$ cat src/rtl/periph_pkg.sv
// periph_pkg: register word offsets, TCON bit positions and timer write-enable bundle.
package periph_pkg;
  localparam logic [2:0] OFF_TH      = 3'd0;
  localparam logic [2:0] OFF_TL      = 3'd1;
  localparam logic [2:0] OFF_TCON    = 3'd2;
  localparam logic [2:0] OFF_LED     = 3'd3;
  localparam logic [2:0] OFF_DIGI    = 3'd4;
  localparam logic [2:0] OFF_SYSTICK = 3'd5;
  localparam int TCON_EN = 0;
  localparam int TCON_IE = 1;
  localparam int TCON_ST = 2;
  typedef struct packed {
    logic th;
    logic tl;
    logic tcon;
  } timer_we_t;
endpackage

$ cat src/rtl/periph_timer.sv
// periph_timer: reloading up-counter with sticky overflow status and registered interrupt.
module periph_timer
  import periph_pkg::*;
(
  input  logic        clk,
  input  logic        reset,
  input  timer_we_t   we,
  input  logic [31:0] wdata,
  output logic [31:0] th,
  output logic [31:0] tl,
  output logic [2:0]  tcon,
  output logic        irq
);
  logic        ovf;
  logic [31:0] tl_next;
  logic [2:0]  tcon_next;
  always_comb begin
    ovf       = tcon[TCON_EN] && (tl == 32'hFFFF_FFFF);
    tl_next   = we.tl ? wdata : ovf ? th : tcon[TCON_EN] ? tl + 32'd1 : tl;
    tcon_next = tcon;
    if (ovf && tcon[TCON_IE]) tcon_next[TCON_ST] = 1'b1;
    if (we.tcon) tcon_next = wdata[2:0];
  end
  // irq is registered from the next TCON value so it never glitches
  always_ff @(posedge clk) begin
    if (reset) begin
      th   <= '0;
      tl   <= '0;
      tcon <= '0;
      irq  <= 1'b0;
    end else begin
      th   <= we.th ? wdata : th;
      tl   <= tl_next;
      tcon <= tcon_next;
      irq  <= tcon_next[TCON_IE] & tcon_next[TCON_ST];
    end
  end
endmodule

$ cat src/rtl/peripheral_bus.sv
// peripheral_bus: memory-mapped timer, LED, seven-segment and free-running systick window.
module peripheral_bus
  import periph_pkg::*;
#(
  parameter logic [31:0] BASE_ADDR = 32'h4000_0000
) (
  input  logic        reset,
  input  logic        clk,
  input  logic        MemRead,
  input  logic        MemWrite,
  input  logic [31:0] Address,
  input  logic [31:0] WriteData,
  output logic [31:0] ReadData,
  output logic        IRQOut,
  output logic [7:0]  leds,
  output logic [11:0] digits
);
  logic        hit;
  logic        wr;
  logic [2:0]  off;
  logic [31:0] th;
  logic [31:0] tl;
  logic [2:0]  tcon;
  logic [31:0] systick;
  logic        unused_byte_sel;
  timer_we_t   we;
  assign hit             = Address[31:5] == BASE_ADDR[31:5];
  assign off             = Address[4:2];
  assign wr              = MemWrite && hit;
  assign unused_byte_sel = ^Address[1:0];
  assign we              = '{th: wr && off == OFF_TH, tl: wr && off == OFF_TL, tcon: wr && off == OFF_TCON};
  periph_timer u_timer (
    .clk   (clk),
    .reset (reset),
    .we    (we),
    .wdata (WriteData),
    .th    (th),
    .tl    (tl),
    .tcon  (tcon),
    .irq   (IRQOut)
  );
  always_ff @(posedge clk) begin
    if (reset) begin
      leds    <= '0;
      digits  <= '0;
      systick <= '0;
    end else begin
      leds    <= (wr && off == OFF_LED) ? WriteData[7:0] : leds;
      digits  <= (wr && off == OFF_DIGI) ? WriteData[11:0] : digits;
      systick <= systick + 32'd1;
    end
  end
  always_comb begin
    ReadData = !(MemRead && hit)    ? 32'h0 :
               off == OFF_TH      ? th :
               off == OFF_TL      ? tl :
               off == OFF_TCON    ? {29'h0, tcon} :
               off == OFF_LED     ? {24'h0, leds} :
               off == OFF_DIGI    ? {20'h0, digits} :
               off == OFF_SYSTICK ? systick : 32'h0;
  end
endmodule

$ cat config.mk
export PLATFORM = sky130hd
export DESIGN_NAME = peripheral_bus
export DESIGN_NICKNAME = d
export VERILOG_FILES = /design/src/rtl/periph_pkg.sv /design/src/rtl/periph_timer.sv /design/src/rtl/peripheral_bus.sv
export SDC_FILE = /design/constraint.sdc
export NUM_CORES = 1
export LEC_CHECK = 0
export CORE_UTILIZATION = 45
export CTS_CLUSTER_SIZE = 25
export DETAILED_ROUTE_END_ITERATION = 16
export GPL_TIMING_DRIVEN = 0
export HOLD_SLACK_MARGIN = 0.12
export PLACE_DENSITY = 0.79
export SLEW_MARGIN = 40
export SYNTH_ARGS = -nofsm -noshare
export SYNTH_HDL_FRONTEND = slang
export SYNTH_SLANG_ARGS = --single-unit
$ cat constraint.sdc
create_clock -name clk -period 2.2 [get_ports clk]
set_input_delay 0.22 -clock clk [delete_from_list [all_inputs] [get_ports clk]]
set_output_delay 0.22 -clock clk [all_outputs]
set_load 0.05 [all_outputs]
After elaboration in Yosys (flattened, before gate mapping)

Index checks and enable logic that the tools add are counted.

$add $sub $neg: 2
Equal/unequal tests: 7
Multiplexer cells: 12
Bitwise logic cells: 1
Reduce and logical (&&, ||, !) cells: 11

Operators by type and width:

| cell                                                                     | count |
|---|---|
| 32-bit 2-to-1 mux                                                        | 10 |
| 32-bit by 1-bit adder with 32-bit output (second input constant)         | 2 |
| 32-bit equality test (second input constant)                             | 1 |
| 27-bit by 26-bit equality test with 1-bit output (second input constant) | 1 |
| 1-bit logical AND                                                        | 9 |
| 3-bit by 2-bit equality test with 1-bit output (second input constant)   | 2 |
| 3-bit equality test (second input constant)                              | 2 |
| 3-bit by 1-bit equality test with 1-bit output (second input constant)   | 1 |
| 3-bit logical NOT                                                        | 1 |
| 3-bit 2-to-1 mux                                                         | 1 |
| 3-bit nonzero test                                                       | 1 |
| 1-bit bitwise AND                                                        | 1 |
| 1-bit 2-to-1 mux                                                         | 1 |

Register bits: 120
Input bits: 68
Output and inout bits: 53
Logic and storage cells: 41

Longest topological paths before layout

Gate-level depths: netlist of run 1.

Word-level depth: 8
Depth in mapped cells: 8
Gate-level depth less buffers: 6

Hierarchy

From an unflattened synthesis of run 1, not the netlist that was laid out.

Cells, all modules: 874
Area total of the unflattened synthesis: 6970.4 um^2

Modules (own cells, without submodules):

| module         | instances | cells an instance | area each (um^2) | seq. area each (um^2) |
|---|---|---|---|---|
| periph_timer   | 1         | 433               | 3599.7           | 1361.3 |
| peripheral_bus | 1         | 441               | 3370.7           | 1041.0 |

Worst setup path before layout of run 1

Ideal clock, no wire load.

Kind: input-to-output
From: input Address[17]
To: output ReadData[12]
Arrival: 2.393 ns
Data required time: 1.980 ns
Path slack: -0.413 ns
Stages on the path: 7
Path buffers: 2
Cell sequence: or4_4 > nor3_1 > and3_1 > clkbuf_1 > nand2b_1 > clkbuf_1 > nor2_1

Word-level cells in the longest chain between the ends: 3

RTL lines:

| what                                             | line                 | source |
|---|---|---|
| start, declared                                  | peripheral_bus.sv:11 | `input logic [31:0] Address,` |
| 27-bit by 26-bit equality test with 1-bit output | peripheral_bus.sv:27 | `assign hit = Address[31:5] == BASE_ADDR[31:5];` |
| 1-bit logical AND                                | peripheral_bus.sv:54 | `ReadData = !(MemRead && hit) ? 32'h0 :` |
| 32-bit 2-to-1 mux                                | peripheral_bus.sv:54 |  |
| end, declared                                    | peripheral_bus.sv:13 | `output logic [31:0] ReadData,` |

No other way between the ends.

Worst setup path in the final report of run 1

From: input Address[20]
To: output ReadData[28]

The elaborated chain is that of the path after synthesis.

==> results of run 1 <==
==> tightest hold or removal path, delay by kind of cell <==
family / cells / cell delay [ns]
simple gates: 1 / 0.06
buf+inv: 1 / 0.42
compound gates: 1 / 0.05
==> metrics by stage <==
step                      setup TNS [ns]  setup WS, ns  instance area (um2)  power, mW    util
after detailed placement         -104.17        -1.709                 8645      2.532  0.5686
after CTS                         -1.538      -0.08878                 9802      5.371  0.6448
after global placement           -105.48        -1.738                 8606      2.530  0.5661
after floorplan                  -0.9306       -0.1811                 7199      2.339       -
final                            -0.8887      -0.08299                10070      5.374  0.6627
after global routing              -2.139       -0.1331                10070      5.490  0.6627
==> repair_timing <==
item                       CTS  global route
setup buffers               21            12
gates cloned                 3             1
setup endpoints to repair  121            86
pin swaps                   30            32
resized for setup          367            79
hold endpoints to repair     0             0
==> path summary, 6_finish.rpt <==
kind                                     start             end  cells past startpoint
worst max-delay path               Address[20]    ReadData[28]                      9
worst min-delay path             WriteData[22]  u_timer.th[22]                      3
worst max register to register  u_timer.tl[20]   u_timer.tl[2]                      6
worst min register to register  u_timer.th[14]  u_timer.th[14]                      2
==> cell families (layout without fill, tap and decap cells) <==
group / count (synthesis) / count (layout) / share of synthesized area
AOI/OAI and AO/OA: 184 / 184 / 0.1680
xor gates and xnor gates: 41 / 41 / 0.05141
adders and majority gates: 2 / 2 / 0.003582
buffers and inverters: 75 / 254 / 0.04442
DFF: 120 / 120 / 0.3439
muxes: 65 / 65 / 0.1023
and+or+nand+nor: 396 / 396 / 0.2864
==> cell usage after synthesis (9+ instances only) <==
library cell	count
or4_1	11
xor2_1	24
clkbuf_1	47
xnor2_1	17
o21ai_0	17
a22oi_1	10
and4_1	10
o211ai_1	15
a211oi_1	11
and3_1	10
or3_1	11
nor3_1	18
mux2_2	11
a21oi_1	69
dfxtp_1	120
o22ai_1	10
nor2_1	117
nor2b_1	9
a31oi_1	13
nand2_1	102
and2_1	11
mux2i_1	50
inv_1	12
nand3_1	30
nor4_1	27
nand4_1	16
==> state kept, by name, indices dropped and copies added, names as in the netlist <==
name          flops
u_timer.irq       1
systick          32
digits           12
u_timer.tl       32
leds              8
u_timer.th       32
u_timer.tcon      3
==> cell type report <==
| cell class | instances | area, um2 |
|---|---|---|
| Fill cell | 1218 | 5127 |
| Multi-Input combinational cell | 688 | 4862 |
| Sequential cell | 120 | 2462 |
| Timing Repair Buffer | 154 | 1450 |
| Clock buffer | 19 | 442.9 |
| Buffer | 56 | 421.7 |
| Tap cell | 188 | 235.2 |
| Clock inverter | 12 | 151.4 |
| Inverter | 13 | 48.80 |
==> power by group <==
part           internal (mW)  switching (mW)  total, mW
Combinational          0.155           0.189      0.344
Sequential              2.17         0.00763       2.17
Clock                   1.80            1.06       2.86
==> per-layer routing <==
layer,vias up,global-route usage,routed length [um]
li1,3564,-,-
met1,3757,0.4037,10570
met2,520,0.5398,12410
met3,96,0.07296,2617
met4,0,0.1588,1080
met5,-,0,0
==> flow_summary.ini, run 1 <==
[sta]
finalClockSkew_ns = 0.01139
fmax_mhz = 438.0
tightest_slew_ns = 0.8388
finalCritPeriodShare = 1.038
hold_viol = 0
fin_crit_ns = 2.283
final_max_slew_viol_count = 0
setup_viol = 20
hold_ws_ns = 0.3797
grt_setup_unrepaired = yes
setup_ws_ns = -0.08299
relSlewSlack = 0.4362

[yosys]
syn-num-nets = 953
ys_seq_area_frac = 0.3439
post-synth-top-area-fraction = 0.3439
ys_ff_latch = 120
ys_types = 59
syn_area_per_cell_um2 = 7.911
synth_edf_count = 0
syn-instance-count = 883
synthFlopType = dfxtp_1
netlist_area_um2 = 6985
ys_warn_count = 0
synth.largest_area_cell = dfxtp_1
postSynth.asyncResetShare = 0
yosys-top-cells-area = dfxtp_1 (34%), mux2i_1 (7.2%), nor2_1 (6.3%)

[global_route]
grt_pass1_vias = 7423
antenna_found_initial = 0
grt_max_degree = 17
grt_pass1_wl_um = 40340
grt_overflow = 0
track_usage = 0.3270

[die]
fp.dieW_um = 126.6
io_pins = 121
dieArea_um2 = 16030
core_area_um2 = 15200
die_h_um = 126.6
start_util = 0.4595
row_count = 45

[route]
routed_wl_um = 26680
ant_nets = 0
drtIter0Drc = 1047
vias = 7937
drtPass1Iterations = 6
remaining_drc_errors = 0
vias_per_cell = 6.350
wl_per_cell_um = 21.34

[cts]
cts_buffers = 17
htree_levels = 4
cts_tree = done
cts_hold_buf = 0
clk_latency_ns = 0.43
cts_buffer_depth = 2
cts_root_buffer = clkbuf_16
cts.sinks = 120
cts.clk_slew.worst_paths_ns = 0.05

[final_layout]
final_cell_mix = nand2_1 (100), nor2_1 (96), dfxtp_1 (94)
areaGrowthSynthToFinish_pct = 44.22
nNetsFinal = 1120
final_common_cell = nand2_1
n_antenna_cell = 0
layout-drive-gt1-share = 0.2552
stdcell_count = 1250

[pwr]
p_leak_nw = 3.505
power.density_nw_per_um2 = 533.5
worst_ir_drop_vdd_uv = 549.4

[critical_path]
cp.arrival_ns = 2.06
end_kind = output port
startpoint_type = input port
cp_cell_sequence = buf_6 > or4_4 > nor3_4 > and3_4 > buf_8 > nand2b_4 > clkbuf_16 > nor2_4 > buf_8
crit_buf_inv = 4
cp_slowest_cell = or4_4
crit_top_cell = buf_8
required_ns = 1.98
cpPeakStageDelay_ns = 0.56
criticalPathCategory = input port to output port
crit_fanout = 8
worst_path_dominant_cell_family = simple AND/OR/NAND/NOR gates
rrSetupSlack_ns = 0

[outcome]
violations = setup timing
outcome = finished with violations

[min_path]
hp-class = input port to flop

[place]
dp_cells = 1188
port_buffers = 117
dp_hpwl_um = 17770
routabilityCongestion = 0.9895

[job]
max_cap_violations = 0
(Power assumes the default switching activity.)
==> run 2, diff against run 1 <==
--- a/config.mk
+++ b/config.mk
@@ -15,3 +15,4 @@
 export SYNTH_ARGS = -nofsm -noshare
 export SYNTH_HDL_FRONTEND = slang
 export SYNTH_SLANG_ARGS = --single-unit
+export TNS_END_PERCENT = 10
==> flow_summary.ini, run 2 (synthesis results as in run 1) <==
[route]
routed_wl_um = 27660
drtIter0Drc = 983
wl_per_cell_um = 21.88
vias = 8143
vias_per_cell = 6.442
remaining_drc_errors = 0
drtPass1Iterations = 9
ant_nets = 0

[pwr]
p_sw_frac = 0.2343
comb_power_share = 0.063
clock_power_share = 0.549
totalPowerFinal_mw = 5.607
p_leak_nw = 3.596
p_int_mw = 4.293
p_seq_frac = 0.389
worst_ir_drop_vdd_uv = 591.1
power.density_nw_per_um2 = 546.7
power.switching_mw = 1.314

[critical_path]
cpPeakStageDelay_ns = 0.58
startpoint_type = input port
worst_path_dominant_cell_family = simple AND/OR/NAND/NOR gates
cp_cell_sequence = buf_2 > or4_4 > nor3_4 > buf_4 > and4_1 > clkbuf_1 > clkbuf_1 > nand2_1 > a21oi_1
end_kind = flop
crit_fanout = 10
cp_slowest_cell = clkbuf_1
crit_top_cell = clkbuf_1
cp.arrival_ns = 2.65
criticalPathCategory = input port to flop
crit_buf_inv = 4
required_ns = 2.56

[final_layout]
n_antenna_cell = 0
layout-drive-gt1-share = 0.2704
top_regs = systick: 32 flops, u_timer.th: 32 flops, u_timer.tl: 32 flops
areaGrowthSynthToFinish_pct = 46.82
final_common_cell = nand2_1
fillers = 1193
final_cell_mix = nand2_1 (100), nor2_1 (95), dfxtp_1 (93)
nNetsFinal = 1133
stdcell_count = 1264

[sta]
hold_ws_ns = 0.3584
setup_viol = 38
fin_crit_ns = 2.288
relSlewSlack = 0.4405
grt_setup_unrepaired = yes
setup_ws_ns = -0.08765
finalClockSkew_ns = 0.009945
tightest_slew_ns = 0.8392
fmax_mhz = 437.1
finalCritPeriodShare = 1.040
setup_tns_ns = -1.407
final_max_slew_viol_count = 0
hold_viol = 0

[die]
dieArea_um2 = 16030
start_util = 0.4595
die_h_um = 126.6
row_count = 45
fp.dieW_um = 126.6
io_pins = 121
core_area_um2 = 15200

[global_route]
grt_pass1_vias = 7773
grt_max_degree = 17
grt_overflow = 0
grt_pass1_wl_um = 41700
track_usage = 0.3385
antenna_found_initial = 0

[outcome]
violations = setup timing
outcome = finished with violations

[cts]
htree_levels = 4
cts_buffers = 17
clk_latency_ns = 0.44
cts_buffer_depth = 2
cts_tree = done
cts_root_buffer = clkbuf_16
cts.sinks = 120
cts.clk_slew.worst_paths_ns = 0.06

[place]
dp_hpwl_um = 18030
dp_cells = 1188
port_buffers = 117
routabilityCongestion = 0.9417
pre_cts_ws_ns = -1.954

[min_path]
hp-class = input port to flop

[job]
max_cap_violations = 0
## run 2: changes by cell type in the layout (fill, tap and decap cells not counted), sizes merged
cell,before,now
clkinv,7,4
clkdlybuf4s15,9,5
buf,87,93
dlymetal6s2s,0,1
clkinvlp,2,3
dlygate4sd2,12,17
inv,13,15
clkbuf,65,69
and3,10,11
bufinv,3,4
## run 2: metrics by stage
step,instance area (um2),utilization
finish,10260,0.6747
global route,10260,0.6747
CTS,9926,0.6529
detailed placement,8610,0.5663
global placement,8561,0.5631
floorplan,7154,-
## run 2: final timing paths
| path | cells past startpoint | end | slack (ns) | from |
|---|---|---|---|---|
| max | 9 | u_timer.th[14] | -0.09 | Address[29] |
| min | 3 | u_timer.th[23] | 0.36 | WriteData[23] |
| max reg2reg | 6 | u_timer.tl[0] | -0.02 | u_timer.tl[3] |
| min reg2reg | 1 | systick[0] | 0.47 | systick[0] |
## run 2: power by group through the flow
stage | clock network [mW] | registers (mW) | logic, mW
after CTS | 3.06 | 2.19 | 0.330
after global routing | 3.18 | 2.18 | 0.365
after detailed placement | 0 | 2.23 | 0.297
after global placement | 0 | 2.23 | 0.296
after floorplan | 0 | 2.23 | 0.110
final | 3.08 | 2.18 | 0.352
## run 2: area by class of cell
| class | count | area (um2) | share of cell area |
|---|---|---|---|
| plain buffers | 57 | 417.9 | 0.04075 |
| well taps | 188 | 235.2 | 0.02294 |
| inverters | 13 | 48.80 | 0.004758 |
| repair buffers | 165 | 1523 | 0.1485 |
| multi-input cells | 689 | 4931 | 0.4808 |
| flip-flops and latches | 120 | 2456 | 0.2395 |
| clock inverters | 13 | 191.4 | 0.01867 |
| clock buffers | 19 | 452.9 | 0.04416 |
## run 2: worst reg2reg max path: stages, from the launching register on
cell	delay (ns)
dfxtp_4	0.39
nand4_1	0.20
buf_4	0.20
nor4_2	0.58
nand3_1	0.33
mux2i_1	0.26
a21oi_1	0.11
## run 2: timing repair
| item | in CTS | in global routing |
|---|---|---|
| hold endpoints to repair | 0 | 0 |
| pin swaps | 34 | 18 |
| setup buffers | 29 | 15 |
| endpoints found under the setup margin | 120 | 89 |
| resized for setup | 363 | 77 |
| gates cloned | 5 | 0 |
| hold buffers | 0 | 0 |
## run 2: per-layer routing
metal	routed length, um	GRT usage	up-vias
met2	12650	0.5476	576
met1	10540	0.4101	3819
met3	2839	0.07971	146
met4	1632	0.2027	0
met5	0	0	-
li1	-	-	3602
==> run 3, diff against run 2 <==
--- a/config.mk
+++ b/config.mk
@@ -5,12 +5,15 @@
 export SDC_FILE = /design/constraint.sdc
 export NUM_CORES = 1
 export LEC_CHECK = 0
-export CORE_UTILIZATION = 45
+export CELL_PAD_IN_SITES_DETAIL_PLACEMENT = 1
+export CELL_PAD_IN_SITES_GLOBAL_PLACEMENT = 1
+export CORE_UTILIZATION = 43
 export CTS_CLUSTER_SIZE = 25
 export DETAILED_ROUTE_END_ITERATION = 16
+export DONT_BUFFER_PORTS = 1
 export GPL_TIMING_DRIVEN = 0
 export HOLD_SLACK_MARGIN = 0.12
-export PLACE_DENSITY = 0.79
+export PLACE_DENSITY = 0.84
 export SLEW_MARGIN = 40
 export SYNTH_ARGS = -nofsm -noshare
 export SYNTH_HDL_FRONTEND = slang
==> flow_summary.ini, run 3 (synthesis results as in run 1) <==
[global_route]
antenna_found_initial = 0
grt_max_degree = 17
grt_pass1_wl_um = 43850
grt_pass1_vias = 7853
track_usage = 0.3483
grt_overflow = 0

[place]
dp_cells = 1099
routabilityCongestion = 0.9313
pre_cts_ws_ns = -0.9692
port_buffers = 0
place_area_um2 = 7483
dp_hpwl_um = 19300

[route]
vias = 7705
drtPass1Iterations = 8
vias_per_cell = 6.480
ant_nets = 0
wl_per_cell_um = 25.16
drtIter0Drc = 614
routed_wl_um = 29910
remaining_drc_errors = 0

[critical_path]
crit_buf_inv = 1
cp.arrival_ns = 2.63
cp_cell_sequence = nand4_1 > buf_4 > nor4_2 > nand3_1 > o21ai_0 > o22ai_1
worst_path_dominant_cell_family = simple AND/OR/NAND/NOR gates
crit_fanout = 6
startpoint_type = flop
cpPeakStageDelay_ns = 0.66
criticalPathCategory = flop to flop
required_ns = 2.49
cp_slowest_cell = nor4_2
end_kind = flop

[job]
max_cap_violations = 0

[pwr]
worst_ir_drop_vdd_uv = 701.3
totalPowerFinal_mw = 5.445
p_leak_nw = 3.019
power.density_nw_per_um2 = 597.5

[outcome]
violations = setup timing
outcome = finished with violations

[die]
die_h_um = 129.5
row_count = 46
fp.dieW_um = 129.5
dieArea_um2 = 16760
start_util = 0.4397
io_pins = 121
core_area_um2 = 15890

[final_layout]
final_common_cell = nand2_1
stdcell_count = 1189
top_regs = systick: 32 flops, u_timer.th: 32 flops, u_timer.tl: 32 flops
final_cell_mix = nand2_1 (97), nor2_1 (95), dfxtp_1 (80)
fillers = 1892
nNetsFinal = 1030
n_antenna_cell = 0
areaGrowthSynthToFinish_pct = 30.45
layout-drive-gt1-share = 0.2333
final_area_um2 = 9112

[cts]
cts_tree = done
htree_levels = 4
cts_buffer_depth = 2
cts.clk_slew.worst_paths_ns = 0.06
cts.sinks = 120
clk_latency_ns = 0.45
cts_root_buffer = clkbuf_16
cts_buffers = 17

[sta]
hold_viol = 0
tightest_slew_ns = 1.004
fin_crit_ns = 2.340
final_max_slew_viol_count = 0
grt_setup_unrepaired = yes
setup_ws_ns = -0.1401
relSlewSlack = 0.3271
setup_viol = 14
finalClockSkew_ns = 0.01299
finalCritPeriodShare = 1.064
fmax_mhz = 427.3

[min_path]
hp-class = input port to flop
-- run 3: cell types whose count changed in the layout (fill, tap and decap cells not counted), sizes merged, moves of 2 or more --
cell / delta
dlygate4sd3: +33
clkdlybuf4s15: -5
dlygate4sd2: -17
clkbuf: -8
clkinvlp: -2
buf: -47
clkdlybuf4s50: -56
-- run 3: routing by layer --
metal | GRT usage | wire [um] | vias up
li1 | - | - | 3391
met1 | 0.4105 | 11680 | 3823
met2 | 0.5876 | 14610 | 386
met3 | 0.09125 | 2315 | 105
met4 | 0.1710 | 1305 | 0
met5 | 0 | 0 | -
-- run 3: cell type report --
class,instances,area (um2),share of cell area
buffer,58,337.8,0.03707
clock buffer,20,456.7,0.05012
clock inverter,12,163.9,0.01799
inverter,13,48.80,0.005355
multi-input combinational,688,4800,0.5267
sequential,120,2477,0.2719
tap,216,270.3,0.02966
timing repair buffer,62,558.0,0.06124
-- run 3: power by group --
part | switching, mW | leakage, nW | total [mW] | internal [mW]
combinational | 0.164 | 1.73 | 0.255 | 0.0909
clock | 1.16 | 0.302 | 3.01 | 1.86
sequential | 0.00894 | 0.990 | 2.18 | 2.17
total | 1.33 | 3.02 | 5.45 | 4.11
-- run 3: per-stage QoR --
stage          hold slack (ns)  setup TNS, ns    util
2_1_floorplan           0.3472         -4.366       -
4_1_cts                 0.1291        -0.2877  0.5514
3_5_place_dp            0.3579         -51.86  0.4711
5_1_grt                 0.1708         -3.328  0.5736
3_3_place_gp            0.3510         -57.36  0.4674
6_report                0.1432        -0.5085  0.5736
-- run 3: worst min-delay path: stages --
cell and delay, ns:
and3_1 0.13, a31oi_1 0.05, o32ai_1 0.13
-- run 3: what timing repair did --
item / 4_1_cts / 5_1_grt
hold endpoints to repair: 86 / 0
hold buffers: 33 / 0
resized for setup: 70 / 80
gates cloned: 1 / 0
setup buffers: 13 / 15
pin swaps: 26 / 15
endpoints found under the setup margin: 71 / 87
-- run 3: worst paths after layout --
kind / slack [ns] / endpoint / start / cells past startpoint
worst max-delay path: -0.14 / u_timer.tl[28] / u_timer.tl[5] / 6
worst min-delay path: 0.14 / u_timer.tl[23] / WriteData[23] / 3
worst max register to register: -0.14 / u_timer.tl[28] / u_timer.tl[5] / 6
worst min register to register: 0.47 / systick[0] / systick[0] / 1
